==> src/rtl/encoder_frame_sequencer.sv <==
// Per-frame launch controller: picks the latest captured cover slot, programs
// encoder addresses, pulses begin_encoding, waits for completion and rotates
// the stego output ring while keeping completed/dropped frame statistics.
module encoder_frame_sequencer #(
    parameter int unsigned ADDR_WIDTH     = 32,
    parameter int unsigned NUM_SLOTS      = 3,
    parameter int unsigned SLOT_W         = 2,
    parameter int unsigned FRAME_BYTES    = 3686400,
    parameter int unsigned TIMEOUT_CYCLES = 16777216
) (
    input  logic                  axi_clk,
    input  logic                  axi_resetn,
    input  logic                  enable,
    input  logic                  clear_stats,
    input  logic [ADDR_WIDTH-1:0] cimg_ring_baddr,
    input  logic [ADDR_WIDTH-1:0] simg_ring_baddr,
    input  logic [ADDR_WIDTH-1:0] msg_baddr_in,
    input  logic                  frame_ready,
    input  logic [SLOT_W-1:0]     frame_ready_slot,
    input  logic                  done_encoding,
    output logic [ADDR_WIDTH-1:0] cimg_baddr,
    output logic [ADDR_WIDTH-1:0] simg_baddr,
    output logic [ADDR_WIDTH-1:0] msg_baddr,
    output logic                  begin_encoding,
    output logic                  busy,
    output logic                  simg_frame_valid,
    output logic [SLOT_W-1:0]     simg_frame_slot,
    output logic [31:0]           frames_encoded,
    output logic [31:0]           frames_dropped,
    output logic                  timeout_err
);

    localparam int unsigned WD_W  = $clog2(TIMEOUT_CYCLES + 1);
    localparam int unsigned CNT_W = 32;

    typedef enum logic [2:0] {
        IDLE     = 3'd0,
        SETUP    = 3'd1,
        START    = 3'd2,
        ENCODE   = 3'd3,
        COMPLETE = 3'd4
    } state_t;

    state_t                state_q, state_d;
    logic                  pending_valid_q, pending_valid_d;
    logic [SLOT_W-1:0]     pending_slot_q, pending_slot_d;
    logic [SLOT_W-1:0]     out_slot_q, out_slot_d;
    logic [WD_W-1:0]       wd_q, wd_d;
    logic                  done_q;
    logic [ADDR_WIDTH-1:0] cimg_q, cimg_d, simg_q, simg_d, msg_q, msg_d;
    logic                  begin_q, begin_d, busy_q, busy_d;
    logic                  valid_q, valid_d;
    logic [SLOT_W-1:0]     vslot_q, vslot_d;
    logic [CNT_W-1:0]      encoded_q, encoded_d, dropped_q, dropped_d;
    logic                  tout_q, tout_d;

    logic                  done_rise, launch, slot_ok, timeout_hit;
    logic [1:0]            drop_inc;

    // Next-state, pending bookkeeping, address programming and statistics
    always_comb begin
        done_rise       = done_encoding & ~done_q;
        launch          = (state_q == IDLE) & enable & pending_valid_q;
        slot_ok         = (32'(frame_ready_slot) < NUM_SLOTS);
        timeout_hit     = (state_q == ENCODE) & ~done_rise &
                          (wd_q == WD_W'(TIMEOUT_CYCLES - 1));

        state_d         = state_q;
        pending_valid_d = pending_valid_q;
        pending_slot_d  = pending_slot_q;
        out_slot_d      = out_slot_q;
        wd_d            = wd_q;
        cimg_d          = cimg_q;
        simg_d          = simg_q;
        msg_d           = msg_q;
        vslot_d         = vslot_q;
        encoded_d       = encoded_q;
        dropped_d       = dropped_q;
        tout_d          = tout_q;
        drop_inc        = 2'd0;

        // The launch consumes the pending slot; a same-cycle arrival refills it
        if (launch) begin
            pending_valid_d = 1'b0;
        end
        if (frame_ready) begin
            if (slot_ok) begin
                if (pending_valid_q && !launch) begin
                    drop_inc = drop_inc + 2'd1;
                end
                pending_valid_d = 1'b1;
                pending_slot_d  = frame_ready_slot;
            end else begin
                drop_inc = drop_inc + 2'd1;
            end
        end

        case (state_q)
            IDLE: begin
                if (launch) begin
                    state_d = SETUP;
                    cimg_d  = cimg_ring_baddr +
                              ADDR_WIDTH'(pending_slot_q) * ADDR_WIDTH'(FRAME_BYTES);
                    simg_d  = simg_ring_baddr +
                              ADDR_WIDTH'(out_slot_q) * ADDR_WIDTH'(FRAME_BYTES);
                    msg_d   = msg_baddr_in;
                    wd_d    = '0;
                end
            end
            SETUP:  state_d = START;
            START:  state_d = ENCODE;
            ENCODE: begin
                if (done_rise) begin
                    state_d   = COMPLETE;
                    vslot_d   = out_slot_q;
                    encoded_d = encoded_q + CNT_W'(1);
                end else if (timeout_hit) begin
                    state_d  = IDLE;
                    tout_d   = 1'b1;
                    drop_inc = drop_inc + 2'd1;
                end else begin
                    wd_d = wd_q + WD_W'(1);
                end
            end
            COMPLETE: begin
                state_d    = IDLE;
                out_slot_d = (out_slot_q == SLOT_W'(NUM_SLOTS - 1)) ?
                             '0 : out_slot_q + SLOT_W'(1);
            end
            default: state_d = IDLE;
        endcase

        dropped_d = dropped_q + CNT_W'(drop_inc);
        if (clear_stats) begin
            encoded_d = '0;
            dropped_d = '0;
            tout_d    = 1'b0;
        end

        begin_d = (state_d == START);
        busy_d  = (state_d != IDLE);
        valid_d = (state_d == COMPLETE);
    end

    // State and output registers
    always_ff @(posedge axi_clk or negedge axi_resetn) begin
        if (!axi_resetn) begin
            state_q         <= IDLE;
            pending_valid_q <= 1'b0;
            pending_slot_q  <= '0;
            out_slot_q      <= '0;
            wd_q            <= '0;
            done_q          <= 1'b0;
            cimg_q          <= '0;
            simg_q          <= '0;
            msg_q           <= '0;
            begin_q         <= 1'b0;
            busy_q          <= 1'b0;
            valid_q         <= 1'b0;
            vslot_q         <= '0;
            encoded_q       <= '0;
            dropped_q       <= '0;
            tout_q          <= 1'b0;
        end else begin
            state_q         <= state_d;
            pending_valid_q <= pending_valid_d;
            pending_slot_q  <= pending_slot_d;
            out_slot_q      <= out_slot_d;
            wd_q            <= wd_d;
            done_q          <= done_encoding;
            cimg_q          <= cimg_d;
            simg_q          <= simg_d;
            msg_q           <= msg_d;
            begin_q         <= begin_d;
            busy_q          <= busy_d;
            valid_q         <= valid_d;
            vslot_q         <= vslot_d;
            encoded_q       <= encoded_d;
            dropped_q       <= dropped_d;
            tout_q          <= tout_d;
        end
    end

    assign cimg_baddr       = cimg_q;
    assign simg_baddr       = simg_q;
    assign msg_baddr        = msg_q;
    assign begin_encoding   = begin_q;
    assign busy             = busy_q;
    assign simg_frame_valid = valid_q;
    assign simg_frame_slot  = vslot_q;
    assign frames_encoded   = encoded_q;
    assign frames_dropped   = dropped_q;
    assign timeout_err      = tout_q;

endmodule

==> config.mk <==
export PLATFORM = sky130hd
export DESIGN_NAME = encoder_frame_sequencer
export DESIGN_NICKNAME = d
export VERILOG_FILES = /design/src/rtl/encoder_frame_sequencer.sv
export SDC_FILE = /design/constraint.sdc
export NUM_CORES = 1
export LEC_CHECK = 0
export ABC_CLOCK_PERIOD_IN_PS = 3000
export BUFFER_PORTS_ARGS = -buffer_cell sky130_fd_sc_hd__buf_2
export CORE_UTILIZATION = 45
export CTS_BUF_LIST = sky130_fd_sc_hd__clkbuf_4
export CTS_CLUSTER_DIAMETER = 40
export DETAILED_ROUTE_END_ITERATION = 12
export GPL_TIMING_DRIVEN = 0
export PLACE_DENSITY_LB_ADDON = 0.25
export REMOVE_ABC_BUFFERS = 1
export SETUP_SLACK_MARGIN = 0.5
export SKIP_CTS_REPAIR_TIMING = 1
export SLEW_MARGIN = 20
export SYNTH_ARGS = -nofsm -noshare
export SYNTH_HDL_FRONTEND = slang
export SYNTH_SLANG_ARGS = --single-unit
export TNS_END_PERCENT = 100
==> constraint.sdc <==
create_clock -name axi_clk -period 3 [get_ports axi_clk]
set_input_delay 0.6 -clock axi_clk [delete_from_list [all_inputs] [get_ports axi_clk]]
set_output_delay 0.6 -clock axi_clk [all_outputs]
set_load 0.01 [all_outputs]
==> results.json, run 1 <==
{
  "status": "completed",
  "hp-class": "in2reg",
  "ys_warn_count": 0,
  "drt_iter0_markers": 355,
  "insertion_delay_ns": 0.60,
  "drv_cap": 0,
  "reg2reg_from": "state_q[2]",
  "crit_buf_inv": 1,
  "ioPinCount": 270,
  "crit_type": "reg2reg",
  "dp_hpwl_mm": 17.44,
  "drive_gt1_share_pct": 30.43,
  "end_kind": "flop",
  "cp_slowest_cell": "dfrtp_2",
  "fin_skew_ns": 0.03665,
  "worst-path-max-fanout": 8,
  "power.density_mw_per_mm2": 686.2,
  "clkSinkCount": 200,
  "fin_ws_ns": 0.04000,
  "synth_edf_count": 0,
  "clk_path_buf_depth": 2,
  "nets": 1484,
  "ir_drop_uv": 448.5,
  "cp_top_family": "simple AND/OR/NAND/NOR gates",
  "min_period_ns": 2.960,
  "clockRootBuffer": "clkbuf_4",
  "total_power_w": 0.008534,
  "reg2reg_to": "frames_dropped[24]",
  "post-place-ws_ns": -0.7455,
  "reg2reg_slack_ns": 0.04,
  "p_leak_nw": 6.243,
  "cp_slowest_stage_delay_ns": 0.49,
  "initial_core_util_pct": 46.31,
  "gp_congestion": 0.8482,
  "timing.final.hold_violations": 0,
  "die_area_mm2": 0.02243,
  "ff2ff_path_depth": 13,
  "worst_slew_margin_rel_pct": 51.49,
  "drtPass1Iterations": 4,
  "stdcell_count": 1642,
  "grt_max_degree": 91,
  "antenna_found_initial": 3,
  "max_freq_ghz": 0.3378,
  "wl_per_cell_um": 15.29,
  "synthArstFlopShare_pct": 100.0,
  "overflow": 0,
  "die_y_um": 149.8,
  "drc": 0,
  "die_w_um": 149.8,
  "timing.final.crit_share_pct": 98.67,
  "netlist_instances": 1062,
  "worst_slew_pin_slew_ns": 0.7249,
  "arrival_ns": 3.47,
  "rows": 53,
  "cts_tree": "yes",
  "synth_ff_type": "dfrtp_1",
  "dpl.cell_count": 1567,
  "min-delay-start": "done_encoding",
  "yosysSeqAreaShare_pct": 50.93,
  "ys_seq_elements": 200,
  "cp.required_ns": 3.51,
  "htreeDepth": 4,
  "clk_pin_slew_ns": 0.17,
  "startpoint_type": "flop",
  "antenna_left": 0,
  "grt_pass1_wl_mm": 39.68,
  "setup_viol": 0,
  "maxSlewViolCount": 0,
  "syn-cell-area_mm2": 0.009827,
  "via_per_inst": 5.219,
  "avgSynthCellArea_um2": 9.253,
  "fin_util_pct": 58.61,
  "core_mm2": 0.02122,
  "cts_buffers": 17,
  "rsz0062_at_grt": "yes",
  "syn_to_final_growth_pct": 26.57,
  "synth.distinct_cells": 58,
  "hold_end": "done_q",
  "worstPathCellList": "nor4b_4 > nand2b_4 > a21boi_4 > ha_4 > nand2_2 > nand2_2 > ha_4 > fa_2 > and3_4 > nand4_1 > buf_6 > or3_1 > a21oi_2",
  "grt_pass1_vias": 7881,
  "hold_depth": 1,
  "wirelength_mm": 25.10,
  "num_vias": 8570,
  "portBuffers": 269,
  "track_usage_pct": 22.13
}
==> through the flow <==
step	setup TNS, ns	instance area [µm²]	hold WS [ns]
2_1_floorplan	-5.785	9641	0.3044
3_3_place_gp	-605.50	11330	0.4524
3_5_place_dp	-11.46	11460	0.4566
4_1_cts	-9.859	11780	-0.1497
5_1_grt	-0.08984	12440	0.09085
6_report	0	12440	0.1562
==> area by class of cell <==
cell class	count	area, µm²
Antenna cell	3	7.507
Inverter	20	75.07
Tap cell	275	344.1
Sequential cell	200	5016
Multi-Input combinational cell	799	4882
Timing Repair Buffer	313	1802
Clock inverter	15	183.9
Fill cell	1923	8782
Clock buffer	17	127.6
==> state kept, by name, indices dropped and copies added, names as in the netlist <==
signal / count
wd_q: 25
msg_baddr: 32
simg_frame_slot: 2
done_q: 1
pending_valid_q: 1
simg_baddr: 32
begin_encoding: 1
timeout_err: 1
pending_slot_q: 2
simg_frame_valid: 1
state_q: 3
out_slot_q: 2
busy: 1
frames_encoded: 32
frames_dropped: 32
cimg_baddr: 32
==> worst max-delay path by stage <==
| stage | from | to | slack (ns) | cells past startpoint |
|---|---|---|---|---|
| after CTS | state_q[1] | frames_dropped[31] | -0.69 | 11 |
| after floorplan | enable | wd_q[19] | -0.54 | 5 |
| after detailed placement | enable | frames_dropped[31] | -0.75 | 12 |
| after global routing | state_q[2] | frames_dropped[24] | -0.04 | 13 |
| final | state_q[2] | frames_dropped[24] | 0.04 | 13 |
| after global placement | enable | wd_q[23] | -2.22 | 6 |
==> cells in the final DEF (no fill, tap or decap), types with 8 or more instances in the layout <==
cell type / synthesis / routed
nor2b_1: 8 / 8
o21ai_0: 56 / 56
nand3_1: 47 / 42
dfrtp_1: 200 / 191
nor3_1: 16 / 13
and4_1: 15 / 12
buf_2: 2 / 267
dfrtp_2: 0 / 9
or4_1: 10 / 10
clkbuf_4: 0 / 17
inv_1: 20 / 19
nor2_1: 67 / 66
xor2_1: 33 / 33
a21oi_1: 44 / 42
nand2_1: 272 / 267
buf_6: 2 / 8
or3_1: 35 / 34
ha_1: 26 / 20
nand4_1: 23 / 23
o31ai_1: 13 / 10
a31oi_1: 8 / 8
buf_4: 2 / 32
and3_1: 19 / 14
xnor2_1: 30 / 28
==> power by group <==
group	switching, W	internal, W
combinational	0.00191	0.00131
clock	0.00105	0.000464
sequential	0.000413	0.00339
==> synthesized netlist by cell type, drive strengths merged (4+ instances only) <==
cell type | count | area [µm²]
o211ai | 4 | 30.03
ha | 26 | 325.3
nor2b | 8 | 50.05
or3 | 35 | 219.0
a211oi | 4 | 30.03
or4 | 10 | 75.07
nor3 | 17 | 90.09
clkbuf | 36 | 135.1
mux2i | 6 | 60.06
and4 | 16 | 142.6
and3 | 19 | 118.9
inv | 20 | 75.07
o31ai | 13 | 97.59
buf | 7 | 51.29
xnor2 | 30 | 262.8
nor2 | 68 | 262.8
a21o | 4 | 30.03
nand3 | 47 | 235.2
and2 | 6 | 37.54
a21oi | 45 | 229.0
a31oi | 8 | 50.05
dfrtp | 200 | 5005
xor2 | 33 | 289.0
nand4 | 27 | 211.5
nor4 | 8 | 50.05
nand2 | 272 | 1021
o21ai | 58 | 290.3
==> metal layers <==
metal	vias up	share of wire (%)	track usage, %
li1	4254	-	-
met4	2	1.9	6.717
met3	35	5.3	5.152
met5	-	0.052	0
met1	4092	44	29.72
met2	187	48	35.44
==> cells by family after synthesis <==
family,synth area share [%]
xor gates and xnor gates,5.615
DFF,50.93
muxes,0.9549
buffers and inverters,2.661
and+or+nand+nor,26.55
AOI/OAI and AO/OA,9.371
adders and majority gates,3.922
Power figures use the tool's default switching activity.
==> inputs of run 2 (changes only) <==
- RECOVER_POWER: default -> 50
==> run 2 against run 1 <==
  * First-iteration DRC count unchanged
  * Die area unchanged
  * Via count about the same
  * Fmax about the same
  * Sequential share of layout area about the same
  * Largest power group unchanged
==> results.json, run 2 (synthesis gave the netlist of run 1 again) <==
{
  "arrival_ns": 3.47,
  "drv_cap": 0,
  "worst_slew_margin_rel_pct": 5.092,
  "clkSinkCount": 200,
  "final_cell_area_mm2": 0.01242,
  "drc": 0,
  "portBuffers": 269,
  "grt_pass1_vias": 7881,
  "cp.required_ns": 3.51,
  "crit_buf_inv": 1,
  "initial_core_util_pct": 46.31,
  "max_freq_ghz": 0.3378,
  "status": "completed",
  "stdcell_count": 1642,
  "grt_max_degree": 91,
  "cts_buffers": 17,
  "num_vias": 8571,
  "nets": 1484,
  "switchingPower_w": 0.003374,
  "cp_slowest_cell": "dfrtp_2",
  "timing.final.hold_violations": 0,
  "timing.final.crit_share_pct": 98.68,
  "power_frac_seq_pct": 44.5,
  "grt_pass1_wl_mm": 39.68,
  "core_mm2": 0.02122,
  "clk_pin_slew_ns": 0.17,
  "maxSlewViolCount": 0,
  "antenna_left": 0,
  "setup_tns_ns": 0,
  "ir_drop_uv": 448.5,
  "cp_slowest_stage_delay_ns": 0.49,
  "final_common_cell": "nand2_1",
  "cp_top_family": "simple AND/OR/NAND/NOR gates",
  "startpoint_type": "flop",
  "die_area_mm2": 0.02243,
  "dp_hpwl_mm": 17.44,
  "end_kind": "flop",
  "setup_viol": 0,
  "crit_start": "state_q[2]",
  "die_w_um": 149.8,
  "wirelength_mm": 25.09,
  "worstPathCellList": "nor4b_4 > nand2b_4 > a21boi_4 > ha_4 > nand2_2 > nand2_2 > ha_4 > fa_2 > and3_4 > nand4_1 > buf_6 > or3_1 > a21oi_2",
  "layout_common_cells": "267 x nand2_1, 266 x buf_2, 193 x dfrtp_1",
  "min-delay-start": "done_encoding",
  "placedInstanceArea_mm2": 0.01146,
  "syn_to_final_growth_pct": 26.43,
  "register_area_mm2": 0.005014,
  "fin_skew_ns": 0.03665,
  "crit_type": "reg2reg",
  "dpl.cell_count": 1567,
  "power.density_mw_per_mm2": 686.7,
  "track_usage_pct": 22.13,
  "antenna_found_initial": 3,
  "gp_congestion": 0.8482,
  "worst_slew_pin_slew_ns": 1.424,
  "rows": 53,
  "grt_util_met2_pct": 35.44,
  "busiest_layer": "met2",
  "comb_power_share_pct": 37.7,
  "p_int_w": 0.005159,
  "p_leak_nw": 6.239,
  "cts_tree": "yes",
  "worst-path-max-fanout": 8,
  "reg2reg_from": "state_q[2]",
  "drt_iter0_markers": 355,
  "wl_per_cell_um": 15.28,
  "htreeDepth": 4,
  "ioPinCount": 270,
  "drive_gt1_share_pct": 30.21,
  "clockPowerShare_pct": 17.7,
  "grt_use_met1_pct": 29.72,
  "hp-class": "in2reg",
  "clk_path_buf_depth": 2,
  "rsz0062_at_grt": "yes",
  "via_per_inst": 5.220,
  "insertion_delay_ns": 0.60,
  "min_period_ns": 2.960,
  "switching_share_pct": 39.54,
  "filler_cell_count": 1927,
  "die_y_um": 149.8,
  "drtPass1Iterations": 4,
  "multiInputGateArea_mm2": 0.004882,
  "met3_usage_pct": 5.152,
  "clockRootBuffer": "clkbuf_4",
  "overflow": 0
}
==> run 2: cell count changes in the layout (fill, tap and decap cells not counted), sizes merged <==
cell	change
clkbuf	+2
buf	-2
==> run 2: worst register-to-register path, stage by stage (launching register included) <==
cell and delay (ns):
dfrtp_2 0.49, nor4b_4 0.38, nand2b_4 0.22, a21boi_4 0.08, ha_4 0.27, nand2_2 0.04
nand2_2 0.09, ha_4 0.14, fa_2 0.24, and3_4 0.21, nand4_1 0.09, buf_6 0.16
or3_1 0.36, a21oi_2 0.13
==> run 2: final timing paths <==
kind	to	slack, ns	cells after the start
max	frames_dropped[24]	0.04	13
min	done_q	0.16	1
max reg2reg	frames_dropped[24]	0.04	13
min reg2reg	msg_baddr[1]	0.49	2
max in group asynchronous	state_q[2]	0.72	4
min in group asynchronous	cimg_baddr[26]	0.84	2
==> run 2: final cells by class <==
type | count | share of cell area (%)
multi-input combinational | 799 | 39.30
clock buffer | 17 | 1.027
inverter | 20 | 0.6042
clock inverter | 15 | 1.480
antenna | 3 | 0.06042
tap | 275 | 2.769
timing repair buffer | 313 | 14.41
sequential | 200 | 40.35
==> run 2: power groups by stage <==
stage | Clock [W] | Sequential (W) | Combinational [W]
finish | 0.00151 | 0.00380 | 0.00322
CTS | 0.00157 | 0.00379 | 0.00300
detailed placement | 0 | 0.00383 | 0.00301
global placement | 0 | 0.00381 | 0.00293
floorplan | 0 | 0.00412 | 0.00141
global route | 0.00167 | 0.00389 | 0.00361
==> run 2: through the flow <==
stage          utilization [%]  hold WS (ns)  total power [W]  worst slack (ns)
2_1_floorplan                -        0.3044         0.005535           -0.5413
3_3_place_gp             53.40        0.4524         0.006739            -2.215
3_5_place_dp             54.02        0.4566         0.006839           -0.7455
4_1_cts                  55.49       -0.1497         0.008363           -0.6866
5_1_grt                  58.54       0.09502         0.009169          -0.03889
6_report                 58.55        0.1622         0.008532           0.03955
==> run 2: metal layers <==
layer	vias up	routed length (µm)
met1	4094	11130
met5	-	13
li1	4254	-
met4	2	470
met3	35	1329
met2	186	12150
